[src/rtl/mips_mc_control.sv]
// ============================================================================
//  Module   : mips_mc_control
//  Purpose  : Control FSM for a multi-cycle MIPS datapath. One instruction is
//             fetched, decoded and executed over 3..5 cycles, plus one extra
//             cycle for every FETCH, MEMRD or MEMWR cycle with mem_ready_i low.
//  Ports    : clk, rst_n (async active-low)
//             opcode_i/funct_i - instruction fields, stable DECODE..next FETCH
//             zero_i           - ALU zero flag (same cycle)
//             mem_ready_i      - memory completes the current request
//             mem_req_o/mem_we_o/iord_o         - memory request/write/addr sel
//             ir_write_o/pc_write_o/reg_write_o - datapath write enables
//             reg_dst_o/mem_to_reg_o            - register file selects
//             pc_src_o, alu_src_a_o, alu_src_b_o, alu_control_o - mux/ALU ctrl
//             illegal_instr_o  - one-cycle pulse on an unsupported instruction
//  Config   : MIPS_MC_IMM_LOGIC_EN - adds andi/ori/xori/slti on the IEXEC path.
//  Revision : 1.0 - initial release
// ============================================================================
`default_nettype none

module mips_mc_control (
  input  logic       clk,
  input  logic       rst_n,
  input  logic [5:0] opcode_i,
  input  logic [5:0] funct_i,
  input  logic       zero_i,
  input  logic       mem_ready_i,
  output logic       mem_req_o,
  output logic       mem_we_o,
  output logic       iord_o,
  output logic       ir_write_o,
  output logic       pc_write_o,
  output logic       reg_write_o,
  output logic       reg_dst_o,
  output logic       mem_to_reg_o,
  output logic [1:0] pc_src_o,
  output logic [1:0] alu_src_a_o,
  output logic [2:0] alu_src_b_o,
  output logic [5:0] alu_control_o,
  output logic       illegal_instr_o
);

  // Opcodes
  localparam logic [5:0] c_op_rtype = 6'b000000;
  localparam logic [5:0] c_op_lw    = 6'b100011;
  localparam logic [5:0] c_op_sw    = 6'b101011;
  localparam logic [5:0] c_op_beq   = 6'b000100;
  localparam logic [5:0] c_op_bne   = 6'b000101;
  localparam logic [5:0] c_op_j     = 6'b000010;
  localparam logic [5:0] c_op_addi  = 6'b001000;
`ifdef MIPS_MC_IMM_LOGIC_EN
  localparam logic [5:0] c_op_andi  = 6'b001100;
  localparam logic [5:0] c_op_ori   = 6'b001101;
  localparam logic [5:0] c_op_xori  = 6'b001110;
  localparam logic [5:0] c_op_slti  = 6'b001010;
`endif

  // ALU operation codes (identical to the R-type funct encodings)
  localparam logic [5:0] c_alu_add = 6'b100000;
  localparam logic [5:0] c_alu_sub = 6'b100010;
  localparam logic [5:0] c_alu_and = 6'b100100;
  localparam logic [5:0] c_alu_or  = 6'b100101;
  localparam logic [5:0] c_alu_xor = 6'b100110;
  localparam logic [5:0] c_alu_nor = 6'b100111;
  localparam logic [5:0] c_alu_slt = 6'b101010;
  localparam logic [5:0] c_alu_sll = 6'b000000;
  localparam logic [5:0] c_alu_srl = 6'b000010;
  localparam logic [5:0] c_alu_sra = 6'b000011;

  // Mux select encodings
  localparam logic [1:0] c_a_pc      = 2'd0;
  localparam logic [1:0] c_a_rs      = 2'd1;
  localparam logic [1:0] c_a_rt      = 2'd2;
  localparam logic [2:0] c_b_rt      = 3'd0;
  localparam logic [2:0] c_b_four    = 3'd1;
  localparam logic [2:0] c_b_sext    = 3'd2;
  localparam logic [2:0] c_b_sext_sh = 3'd3;
`ifdef MIPS_MC_IMM_LOGIC_EN
  localparam logic [2:0] c_b_zext    = 3'd4;
`endif
  localparam logic [2:0] c_b_shamt   = 3'd5;
  localparam logic [1:0] c_pc_aluout = 2'd1;
  localparam logic [1:0] c_pc_jump   = 2'd2;

  typedef enum logic [3:0] {
    S_RESET   = 4'd0,
    S_FETCH   = 4'd1,
    S_DECODE  = 4'd2,
    S_MEMADR  = 4'd3,
    S_MEMRD   = 4'd4,
    S_MEMWB   = 4'd5,
    S_MEMWR   = 4'd6,
    S_RTEXEC  = 4'd7,
    S_RTWB    = 4'd8,
    S_IEXEC   = 4'd9,
    S_IWB     = 4'd10,
    S_BRANCH  = 4'd11,
    S_JUMP    = 4'd12,
    S_ILLEGAL = 4'd13
  } state_t;

  state_t state_q, state_d;

  logic funct_ok;
  logic is_shift;

  always_comb begin
    funct_ok = 1'b0;
    case (funct_i)
      c_alu_add, c_alu_sub, c_alu_and, c_alu_or, c_alu_xor,
      c_alu_nor, c_alu_slt, c_alu_sll, c_alu_srl, c_alu_sra: funct_ok = 1'b1;
      default:                                                funct_ok = 1'b0;
    endcase
  end

  // Shifts take their data from rt and their amount from the shamt field.
  assign is_shift = (funct_i == c_alu_sll) || (funct_i == c_alu_srl) ||
                    (funct_i == c_alu_sra);

  // --------------------------------------------------------------------------
  // Next-state logic
  // --------------------------------------------------------------------------
  always_comb begin
    state_d = state_q;
    case (state_q)
      S_RESET:  state_d = S_FETCH;
      S_FETCH:  state_d = mem_ready_i ? S_DECODE : S_FETCH;
      S_DECODE: begin
        case (opcode_i)
          c_op_rtype:       state_d = funct_ok ? S_RTEXEC : S_ILLEGAL;
          c_op_lw, c_op_sw: state_d = S_MEMADR;
          c_op_beq, c_op_bne: state_d = S_BRANCH;
          c_op_j:           state_d = S_JUMP;
          c_op_addi:        state_d = S_IEXEC;
`ifdef MIPS_MC_IMM_LOGIC_EN
          c_op_andi, c_op_ori, c_op_xori, c_op_slti: state_d = S_IEXEC;
`endif
          default:          state_d = S_ILLEGAL;
        endcase
      end
      // Only lw and sw reach MEMADR, so anything not lw is a store.
      S_MEMADR:  state_d = (opcode_i == c_op_lw) ? S_MEMRD : S_MEMWR;
      S_MEMRD:   state_d = mem_ready_i ? S_MEMWB : S_MEMRD;
      S_MEMWB:   state_d = S_FETCH;
      S_MEMWR:   state_d = mem_ready_i ? S_FETCH : S_MEMWR;
      S_RTEXEC:  state_d = S_RTWB;
      S_RTWB:    state_d = S_FETCH;
      S_IEXEC:   state_d = S_IWB;
      S_IWB:     state_d = S_FETCH;
      S_BRANCH:  state_d = S_FETCH;
      S_JUMP:    state_d = S_FETCH;
      S_ILLEGAL: state_d = S_FETCH;
      default:   state_d = S_RESET;
    endcase
  end

  always_ff @(posedge clk or negedge rst_n) begin
    if (!rst_n) begin
      state_q <= S_RESET;
    end else begin
      state_q <= state_d;
    end
  end

  // --------------------------------------------------------------------------
  // Output decode. Outputs follow the state register combinationally so that
  // an asynchronous reset idles every control line within the same cycle.
  // --------------------------------------------------------------------------
  always_comb begin
    mem_req_o       = 1'b0;
    mem_we_o        = 1'b0;
    iord_o          = 1'b0;
    ir_write_o      = 1'b0;
    pc_write_o      = 1'b0;
    reg_write_o     = 1'b0;
    reg_dst_o       = 1'b0;
    mem_to_reg_o    = 1'b0;
    pc_src_o        = 2'd0;
    alu_src_a_o     = c_a_pc;
    alu_src_b_o     = c_b_rt;
    alu_control_o   = c_alu_add;
    illegal_instr_o = 1'b0;
    case (state_q)
      S_FETCH: begin
        // PC+4 is computed every FETCH cycle, but only committed together
        // with the instruction word once memory answers.
        mem_req_o   = 1'b1;
        alu_src_b_o = c_b_four;
        ir_write_o  = mem_ready_i;
        pc_write_o  = mem_ready_i;
      end
      S_DECODE: begin
        // Speculative branch target into ALUOut.
        alu_src_b_o = c_b_sext_sh;
      end
      S_MEMADR: begin
        alu_src_a_o = c_a_rs;
        alu_src_b_o = c_b_sext;
      end
      S_MEMRD: begin
        mem_req_o = 1'b1;
        iord_o    = 1'b1;
      end
      S_MEMWB: begin
        reg_write_o  = 1'b1;
        mem_to_reg_o = 1'b1;
      end
      S_MEMWR: begin
        mem_req_o = 1'b1;
        mem_we_o  = 1'b1;
        iord_o    = 1'b1;
      end
      S_RTEXEC: begin
        alu_control_o = funct_i;
        alu_src_a_o   = is_shift ? c_a_rt : c_a_rs;
        alu_src_b_o   = is_shift ? c_b_shamt : c_b_rt;
      end
      S_RTWB: begin
        reg_write_o = 1'b1;
        reg_dst_o   = 1'b1;
      end
      S_IEXEC: begin
        alu_src_a_o = c_a_rs;
        alu_src_b_o = c_b_sext;
`ifdef MIPS_MC_IMM_LOGIC_EN
        // Logical immediates are zero-extended; slti compares signed.
        case (opcode_i)
          c_op_andi: begin alu_control_o = c_alu_and; alu_src_b_o = c_b_zext; end
          c_op_ori:  begin alu_control_o = c_alu_or;  alu_src_b_o = c_b_zext; end
          c_op_xori: begin alu_control_o = c_alu_xor; alu_src_b_o = c_b_zext; end
          c_op_slti: begin alu_control_o = c_alu_slt; end
          default:   begin alu_control_o = c_alu_add; end
        endcase
`endif
      end
      S_IWB: begin
        reg_write_o = 1'b1;
      end
      S_BRANCH: begin
        alu_src_a_o   = c_a_rs;
        alu_src_b_o   = c_b_rt;
        alu_control_o = c_alu_sub;
        pc_src_o      = c_pc_aluout;
        pc_write_o    = (opcode_i == c_op_bne) ? ~zero_i : zero_i;
      end
      S_JUMP: begin
        pc_src_o   = c_pc_jump;
        pc_write_o = 1'b1;
      end
      S_ILLEGAL: begin
        illegal_instr_o = 1'b1;
      end
      default: begin
      end
    endcase
  end

endmodule

`default_nettype wire

[config.mk]
export PLATFORM = sky130hd
export DESIGN_NAME = mips_mc_control
export DESIGN_NICKNAME = d
export VERILOG_FILES = /design/src/rtl/mips_mc_control.sv
export SDC_FILE = /design/constraint.sdc
export NUM_CORES = 1
export LEC_CHECK = 0
export CORE_ASPECT_RATIO = 0.75
export CORE_MARGIN = 2
export CORE_UTILIZATION = 34
export DETAILED_ROUTE_END_ITERATION = 12
export GPL_TIMING_DRIVEN = 0
export PLACE_DENSITY = 0.83
export SLEW_MARGIN = 20
export SYNTH_ARGS = -nofsm -noshare
export SYNTH_HDL_FRONTEND = slang
export SYNTH_SLANG_ARGS = --single-unit
export TNS_END_PERCENT = 50
[constraint.sdc]
create_clock -name clk -period 1.7 [get_ports clk]
set_input_delay 0.34 -clock clk [delete_from_list [all_inputs] [get_ports clk]]
set_output_delay 0.34 -clock clk [all_outputs]
set_load 0.02 [all_outputs]
==> flow_metrics.tcl, run 1 <==
set metrics [dict create \
    status "finished, violations left" \
    violations "negative setup slack" \
    yosysSeqAreaShare_pct 15.2 \
    area_growth_pct 101 \
    crit_type "primary input to primary output" \
    seqCellArea_um2 103 \
    ys.flop_type "dfrtp_1" \
    gp_congestion 0.917 \
    slew_viol_final 0 \
    dieHeight_um 42.1 \
    skew_ps 4.91 \
    placed_cells 156 \
    grt_setup_unrepaired "true" \
    grt_max_degree 11 \
    synth_fp_nets 114 \
    fp-row-count 13 \
    yosysWarnings 0 \
    busiest_layer "met2" \
    critPathTopFamily "simple AND/OR/NAND/NOR gates" \
    synth_area_per_cell_um2 6.72 \
    antenna_found_initial 0 \
    clock_path_buffers 2 \
    die_w_um 54.8 \
    numCtsBuffers 3 \
    crit_path_start_kind "primary input" \
    synthesis.area_um2 658 \
    wire_per_inst_um 16.6 \
    powerDensity_mw_per_mm2 1390 \
    holdBufCountCts 0 \
    slowest_delay_ps 390 \
    first_pass_iters 4 \
    synth_edf_count 0 \
    floorplan.initialDensity_pct 37.1 \
    reg_top3 "state_q: 4 flops" \
    drt-initial-drc-count 51 \
    min_path_type "primary input to asynchronous set/reset pin" \
    synthTopCellsByArea "dfrtp_1 15%, nor3_1 6.8%, nor2_1 6.3%" \
    crit_arrival_ps 1480 \
    grt_util_met3_pct 6.79 \
    core_area_mm2 0.00177 \
    final_cells 177 \
    ys_seq_elements 4 \
    ant_nets 0 \
    maxSlewHeadroom_pct 75.2 \
    p_leak_nw 0.598 \
    largest_reg_flops 4 \
    fillCellCount 138 \
    synthTopCellsByCount "11 x nor2_1, 9 x nand2_1, 9 x nor3_1" \
    layout-drive-gt1-share_pct 57.4 \
    clk_pin_slew_worst_paths_ps 40 \
    finalSetupViolations 9 \
    wl_um 2930 \
    boundaryPins 38 \
    port_buffers 36 \
    clk-insertion-delay-late_ps 240 \
    grt_overflow 0 \
    crit_path_cell_trace "buf_8, nor4_4, o21ai_2, or3_1, a21oi_2, buf_4" \
    vias_per_cell 6.05 \
    place_area_mm2 0.00106 \
    multi_input_area_um2 671 \
    peakVddDrop_mv 0.893 \
    yosysMostFrequentCell "nor2_1" \
    grt_pass1_wl_um 4240 \
    n_antenna_cell 0 \
    crit_fanout 3 \
    layout_min_cycle_time_ps 1820 \
    top_register "state_q" \
    num_vias 1070 \
    maxClockFrequency_mhz 550 \
    worstPathRequired_ps 1360 \
    async_flop_share_pct 100 \
    finalCritPeriodShare_pct 107 \
    syn_inst 98 \
    setup_tns_ps -643 \
    grt_util_met1_pct 30.7 \
    grt_use_met2_pct 41.4 \
    endpoint_kind "primary output" \
    fin_area_mm2 0.00132 \
    cts_tree "yes" \
    tightestPinTransition_ps 367 \
    fin_ws_ps -120 \
    cts_root_buf "clkbuf_4" \
    yosysTopAreaCellShare_pct 15.2 \
    h-tree-depth 1 \
    hold_viol 0 \
    drc 0 \
    clock_sinks 4 \
    cpMaxStageDelayCell "or3_1" \
    reg2reg_setup_slack_ps -100 \
    dp_hpwl_um 1670 \
    dieArea_mm2 0.00231 \
    grt_pass1_vias 964 \
    cp.buffers_inverters 2 \
    yosys.area.top_type "dfrtp_1" \
    ys_types 37 \
    nets 173 \
    drv_cap 0 \
    grt_usage_pct 25.0 \
]
cell usage in the layout, fill, tap and decap left out, types with 3 or more instances in the layout:
master         instances
clkbuf_8               3
nor2_1                 7
nand2_1                6
buf_6                  7
nor2_4                 3
dlygate4sd2_1          5
clkbuf_4               5
a211o_1                3
buf_2                 12
buf_4                 25
nor3_1                 5
o21ai_0                3
a21oi_1                4
nor4b_1                3
power breakdown:
part	switching (W)	internal, W	leakage [nW]
clock network	0.0000479	0.0000796	0.0138
logic	0.000823	0.000684	0.536
registers	0.0000612	0.000141	0.0478
total	0.000932	0.000904	0.598
final timing paths:
check	startpoint	end	cells after the start
min	rst_n	state_q[0]	1
min in group clk	funct_i[4]	state_q[3]	3
max in group asynchronous	rst_n	state_q[1]	1
max reg2reg	state_q[2]	state_q[3]	4
min reg2reg	state_q[3]	state_q[2]	4
max	funct_i[5]	alu_src_b_o[0]	6
repair_timing:
| action | 4_1_cts | 5_1_grt |
|---|---|---|
| setup buffers | 17 | 3 |
| pin swaps | 11 | 7 |
| endpoints found under the setup margin | 23 | 20 |
| cloned | 1 | 0 |
| gates resized for setup | 164 | 29 |
metrics by stage:
stage / hold slack [ps] / utilization, % / setup WS (ps) / total power, W
finish: 309 / 74.5 / -120 / 0.00184
detailed placement: 565 / 60.1 / -1060 / 0.00125
global route: 321 / 74.5 / -178 / 0.00193
global placement: 548 / 60.1 / -1040 / 0.00125
floorplan: 44.4 / - / -21.1 / 0.000848
CTS: 315 / 70.3 / -115 / 0.00164
layout make-up:
cell class,count,share of cell area [%]
Buffer,6,4.83
Clock buffer,3,1.70
Inverter,3,0.852
Multi-Input combinational cell,84,50.8
Sequential cell,4,7.77
Tap cell,22,2.08
Timing Repair Buffer,55,32.0
logic make-up after synthesis:
| logic type | share of synthesized area, % |
|---|---|
| muxes | 3.42 |
| DFF | 15.2 |
| and+or+nand+nor | 44.9 |
| AOI/OAI and AO/OA | 26.8 |
| xor gates and xnor gates | 1.33 |
| buffers and inverters | 6.84 |
| adders and majority gates | 1.52 |
metal layers:
layer | part of all wire (%) | wire length (um) | vias up
li1 | - | - | 485
met1 | 40 | 1160 | 496
met2 | 49 | 1440 | 80
met4 | 1.5 | 44 | 0
met5 | 0 | 0 | -
met3 | 9.6 | 282 | 9
(Power assumes the default switching activity.)
==> inputs of run 2 (changes only) <==
Settings changed: CORE_MARGIN 2 to 1.5, MAX_ROUTING_LAYER set to met4.
==> run 2 against run 1 <==
Against the previous run: the run still ends with negative setup slack left; clock power down 9%; register-to-register slack better by 30 ps; hold slack better by 2.5 ps; via count down 9.6%; wire length down 15%; die area down 4.2%; first-iteration DRC count down 31%; highest routed layer is now met3.
==> flow_metrics.tcl, run 2 (same netlist as run 1, synthesis figures left out) <==
set metrics [dict create \
    status "finished, violations left" \
    violations "negative setup slack" \
    final_cell_mix "19 x buf_4, 14 x buf_2, 10 x buf_6" \
    largest_reg_flops 4 \
    ant_nets 0 \
    reg_top3 "state_q: 4 flops" \
    grt_pass1_wl_um 3420 \
    wire_per_inst_um 14.4 \
    tightestPinTransition_ps 356 \
    fin_ws_ps -138 \
    h-tree-depth 1 \
    layout_min_cycle_time_ps 1840 \
    dieArea_mm2 0.00221 \
    boundaryPins 38 \
    hold-worst-slack_ps 312 \
    port_buffers 36 \
    final_cells 173 \
    grt_overflow 0 \
    drv_cap 0 \
    combPwrFrac_pct 81.6 \
    num_vias 967 \
    final_common_cell "buf_4" \
    switchingPower_w 0.000853 \
    internal-power_w 0.000896 \
    first_pass_iters 4 \
    wl_um 2500 \
    clkPwrFrac_pct 6.6 \
    min_path_type "primary input to asynchronous set/reset pin" \
    grt_setup_unrepaired "true" \
    skew_ps 1.11 \
    clk_pin_slew_worst_paths_ps 40 \
    cts_root_buf "clkbuf_4" \
    crit_fanout 2 \
    core_area_mm2 0.00177 \
    hold_viol 0 \
    maxClockFrequency_mhz 544 \
    grt_max_degree 11 \
    fin_area_mm2 0.00127 \
    crit_path_start_kind "primary input" \
    placed_cells 156 \
    gp_congestion 0.883 \
    vias_per_cell 5.59 \
    grt_usage_pct 22.4 \
    finalCritPeriodShare_pct 108 \
    seq_power_share_pct 11.8 \
    top_register "state_q" \
    place_area_mm2 0.00106 \
    antenna_found_initial 0 \
    drc 0 \
    fp-row-count 13 \
    nets 169 \
    maxSlewHeadroom_pct 75.9 \
    slew_viol_final 0 \
    dieHeight_um 41.1 \
    n_antenna_cell 0 \
    fillCellCount 146 \
    power_w 0.00175 \
    finalSetupViolations 8 \
    powerDensity_mw_per_mm2 1380 \
    area_growth_pct 92.6 \
    floorplan.initialDensity_pct 37.1 \
    die_w_um 53.8 \
    final_core_util_pct 71.5 \
    crit_arrival_ps 1500 \
    crit_type "primary input to primary output" \
    worstPathRequired_ps 1360 \
    drt-initial-drc-count 35 \
    clk-insertion-delay-late_ps 230 \
    clock_path_buffers 2 \
    peakVddDrop_mv 1.04 \
    numCtsBuffers 3 \
    endpoint_kind "primary output" \
    cts_tree "yes" \
    layout-drive-gt1-share_pct 52.3 \
    sw_frac_of_total_pct 48.8 \
    dp_hpwl_um 1620 \
    clock_sinks 4 \
    grt_pass1_vias 731 \
    p_leak_nw 0.570 \
]
==> run 2: cell types whose count changed in the layout (fill, tap and decap cells not counted), sizes merged <==
cell,before,now
buf,45,44
clkbuf,11,9
clkdlybuf4s15,1,2
clkinvlp,0,1
dlygate4sd2,5,2
dlymetal6s2s,0,1
inv,3,2
==> run 2: final cells by class <==
class / count / area [um^2] / area share (%)
multi-input cells: 84 / 642 / 50.6
repair buffers: 51 / 393 / 31.0
flip-flops and latches: 4 / 103 / 8.09
plain buffers: 6 / 65.1 / 5.13
well taps: 22 / 27.5 / 2.17
clock buffers: 3 / 22.5 / 1.78
inverters: 3 / 15.0 / 1.18
==> run 2: critical path, stage by stage <==
cell	delay, ps
buf_6	100
nor4_4	270
o21ai_2	110
or3_4	400
a21oi_2	150
buf_6	130
==> run 2: power by group through the flow <==
| stage | Clock, W | Combinational [W] | Sequential [W] |
|---|---|---|---|
| 2_1_floorplan | 0 | 0.000678 | 0.000170 |
| 3_3_place_gp | 0 | 0.00107 | 0.000179 |
| 3_5_place_dp | 0 | 0.00108 | 0.000179 |
| 4_1_cts | 0.000120 | 0.00119 | 0.000189 |
| 5_1_grt | 0.000126 | 0.00152 | 0.000210 |
| 6_report | 0.000115 | 0.00143 | 0.000207 |
==> run 2: final timing paths <==
path | start | to | slack (ps) | cells after the start
worst max register to register | state_q[2] | state_q[3] | -70 | 4
worst min register to register | state_q[2] | state_q[0] | 620 | 2
min in group clk | funct_i[4] | state_q[3] | 480 | 3
worst min-delay path | rst_n | state_q[2] | 310 | 1
max in group asynchronous | rst_n | state_q[1] | 1200 | 1
worst max-delay path | funct_i[5] | alu_src_b_o[0] | -140 | 6
==> run 2: metal layers <==
layer / global-route usage (%) / routed length (um) / vias to the layer above
met5: - / 0 / -
met4: 1.92 / 0 / 0
met3: 4.74 / 198 / 0
met2: 32.6 / 1170 / 48
met1: 32.5 / 1130 / 445
li1: - / - / 474
==> run 2: through the flow <==
step / setup WS (ps) / TNS [ps]
floorplan: -21.1 / -21.1
global placement: -1050 / -10940
detailed placement: -1060 / -11130
CTS: -116 / -467
global route: -180 / -1050
finish: -138 / -491
==> run 2: repair_timing <==
action | in CTS | in global routing
gates resized for setup | 145 | 42
setup buffers | 7 | 8
hold buffers | 0 | 0
pin swaps | 9 | 6
setup endpoints to repair | 23 | 21
==> inputs of run 3 (changes only) <==
Settings changed: PLACE_DENSITY 0.83 to not set, PLACE_DENSITY_LB_ADDON set to 0.08.
==> run 3 against run 2 <==
Against the previous run: the flow still finishes with violations (negative setup slack); fmax is 1.6% lower; critical endpoint unchanged; highest routed layer is now met4; count of clock-buffer cells in the layout stayed put; sequential share of layout area is 0.76 points lower; critical path type is now register to primary output; combinational power is 22% higher; largest cell class unchanged; clock skew is 1.7 ps higher; final cell count is 4.6% higher; final area is 12% higher; die area stayed put.
==> flow_metrics.tcl, run 3 (same netlist as run 1, synthesis figures left out) <==
set metrics [dict create \
    cts_root_buf "clkbuf_4" \
    finalSetupViolations 10 \
    tightestPinTransition_ps 367 \
    grt_setup_unrepaired "true" \
    n_antenna_cell 0 \
    vias_per_cell 6.11 \
    clock_sinks 4 \
    hold_viol 0 \
    core_area_mm2 0.00177 \
    crit_type "register to primary output" \
    p_leak_nw 0.640 \
    worst-r2r-cell-count 4 \
    largest_reg_flops 4 \
    drt-initial-drc-count 32 \
    ant_nets 0 \
    setup_tns_ps -707 \
    grt_usage_pct 25.5 \
    endpoint_kind "primary output" \
    reg2reg_from "state_q[2]" \
    cts_tree "yes" \
    combPwrFrac_pct 83.5 \
    peakVddDrop_mv 1.05 \
    h-tree-depth 1 \
    finalCritPeriodShare_pct 110 \
    first_pass_iters 4 \
    dieArea_mm2 0.00221 \
    clock_path_buffers 2 \
    die_w_um 53.8 \
    sw_frac_of_total_pct 48.2 \
    final_common_cell "buf_4" \
    crit_arrival_ps 1530 \
    layout-drive-gt1-share_pct 57.9 \
    num_vias 1106 \
    internal-power_w 0.00108 \
    wl_um 3260 \
    final_core_util_pct 79.9 \
    fin_ws_ps -167 \
    holdBufCountCts 0 \
    antenna_found_initial 0 \
    nets 177 \
    fillCellCount 118 \
    reg_top3 "state_q: 4 flops" \
    fp-row-count 13 \
    boundaryPins 38 \
    crit_path_start_kind "register" \
    grt_pass1_wl_um 3810 \
    dp_hpwl_um 1660 \
    grt_max_degree 11 \
    reg2reg_setup_slack_ps -120 \
    worstPathRequired_ps 1360 \
    gp_congestion 0.852 \
    floorplan.initialDensity_pct 37.1 \
    status "finished, violations left" \
    grt_pass1_vias 829 \
    numCtsBuffers 3 \
    maxSlewHeadroom_pct 75.2 \
    port_buffers 36 \
    drc 0 \
    clkPwrFrac_pct 5.6 \
    dieHeight_um 41.1 \
    r2r-end "state_q[3]" \
    maxClockFrequency_mhz 536 \
    area_growth_pct 115 \
    hold-worst-slack_ps 307 \
    clk_pin_slew_worst_paths_ps 40 \
    top_register "state_q" \
    final_cell_mix "24 x buf_4, 15 x buf_6, 9 x buf_2" \
    seq_power_share_pct 10.9 \
    clk-insertion-delay-late_ps 230 \
    violations "negative setup slack" \
    grt_overflow 0 \
    wire_per_inst_um 18.0 \
    crit_fanout 6 \
    drv_cap 0 \
    skew_ps 2.84 \
    slew_viol_final 0 \
    powerDensity_mw_per_mm2 1480 \
    min_path_type "primary input to asynchronous set/reset pin" \
    layout_min_cycle_time_ps 1870 \
    switchingPower_w 0.00101 \
]
[run 3: what timing repair did]
| action | in CTS | in global routing |
|---|---|---|
| cloned | 0 | 1 |
| endpoints found under the setup margin | 24 | 24 |
| gates resized for setup | 153 | 49 |
| pin swaps | 9 | 17 |
| setup buffers | 14 | 9 |
[run 3: routing by layer]
layer | GRT usage, % | up-vias | part of all wire, %
met5 | - | - | 0
met4 | 8.33 | 0 | 4.2
met3 | 4.38 | 21 | 7.8
met2 | 42.4 | 76 | 48
met1 | 31.8 | 515 | 40
li1 | - | 494 | -
[run 3: power by group through the flow]
| stage | logic, W | clock network [W] | registers (W) |
|---|---|---|---|
| after floorplan | 0.000678 | 0 | 0.000170 |
| after global placement | 0.00108 | 0 | 0.000179 |
| after detailed placement | 0.00108 | 0 | 0.000184 |
| after CTS | 0.00130 | 0.000117 | 0.000208 |
| after global routing | 0.00182 | 0.000131 | 0.000230 |
| final | 0.00175 | 0.000117 | 0.000227 |
[run 3: worst max-delay path, stage by stage (launching register included)]
cell,delay (ps)
dfrtp_2,480
nand2_4,100
or3_4,380
a21oi_2,190
buf_6,140
[run 3: area by class of cell]
cell class	count	area, um^2	share of cell area, %
Multi-Input combinational cell	84	663	46.8
Clock buffer	3	22.5	1.59
Tap cell	22	27.5	1.94
Sequential cell	4	104	7.33
Timing Repair Buffer	59	514	36.3
Inverter	3	16.3	1.15
Buffer	6	68.8	4.86
[run 3: per-stage QoR]
step                      instance area (um^2)  setup WS (ps)  total power [W]  std cells
after floorplan                            677          -21.1         0.000848         98
after global placement                    1060          -1050          0.00126        156
after detailed placement                  1060          -1040          0.00127        156
after CTS                                 1200           -118          0.00162        172
after global routing                      1420           -251          0.00218        181
final                                     1420           -167          0.00209        181
[run 3: worst max path at each step]
stage / start / to / slack (ps) / cells after the start
finish: state_q[0] / alu_src_b_o[0] / -170 / 4
global route: state_q[0] / alu_src_b_o[0] / -250 / 4
CTS: funct_i[5] / alu_src_b_o[0] / -120 / 6
detailed placement: funct_i[2] / alu_src_b_o[0] / -1040 / 6
global placement: funct_i[2] / alu_src_b_o[0] / -1050 / 6
floorplan: state_q[3] / mem_we_o / -20 / 5
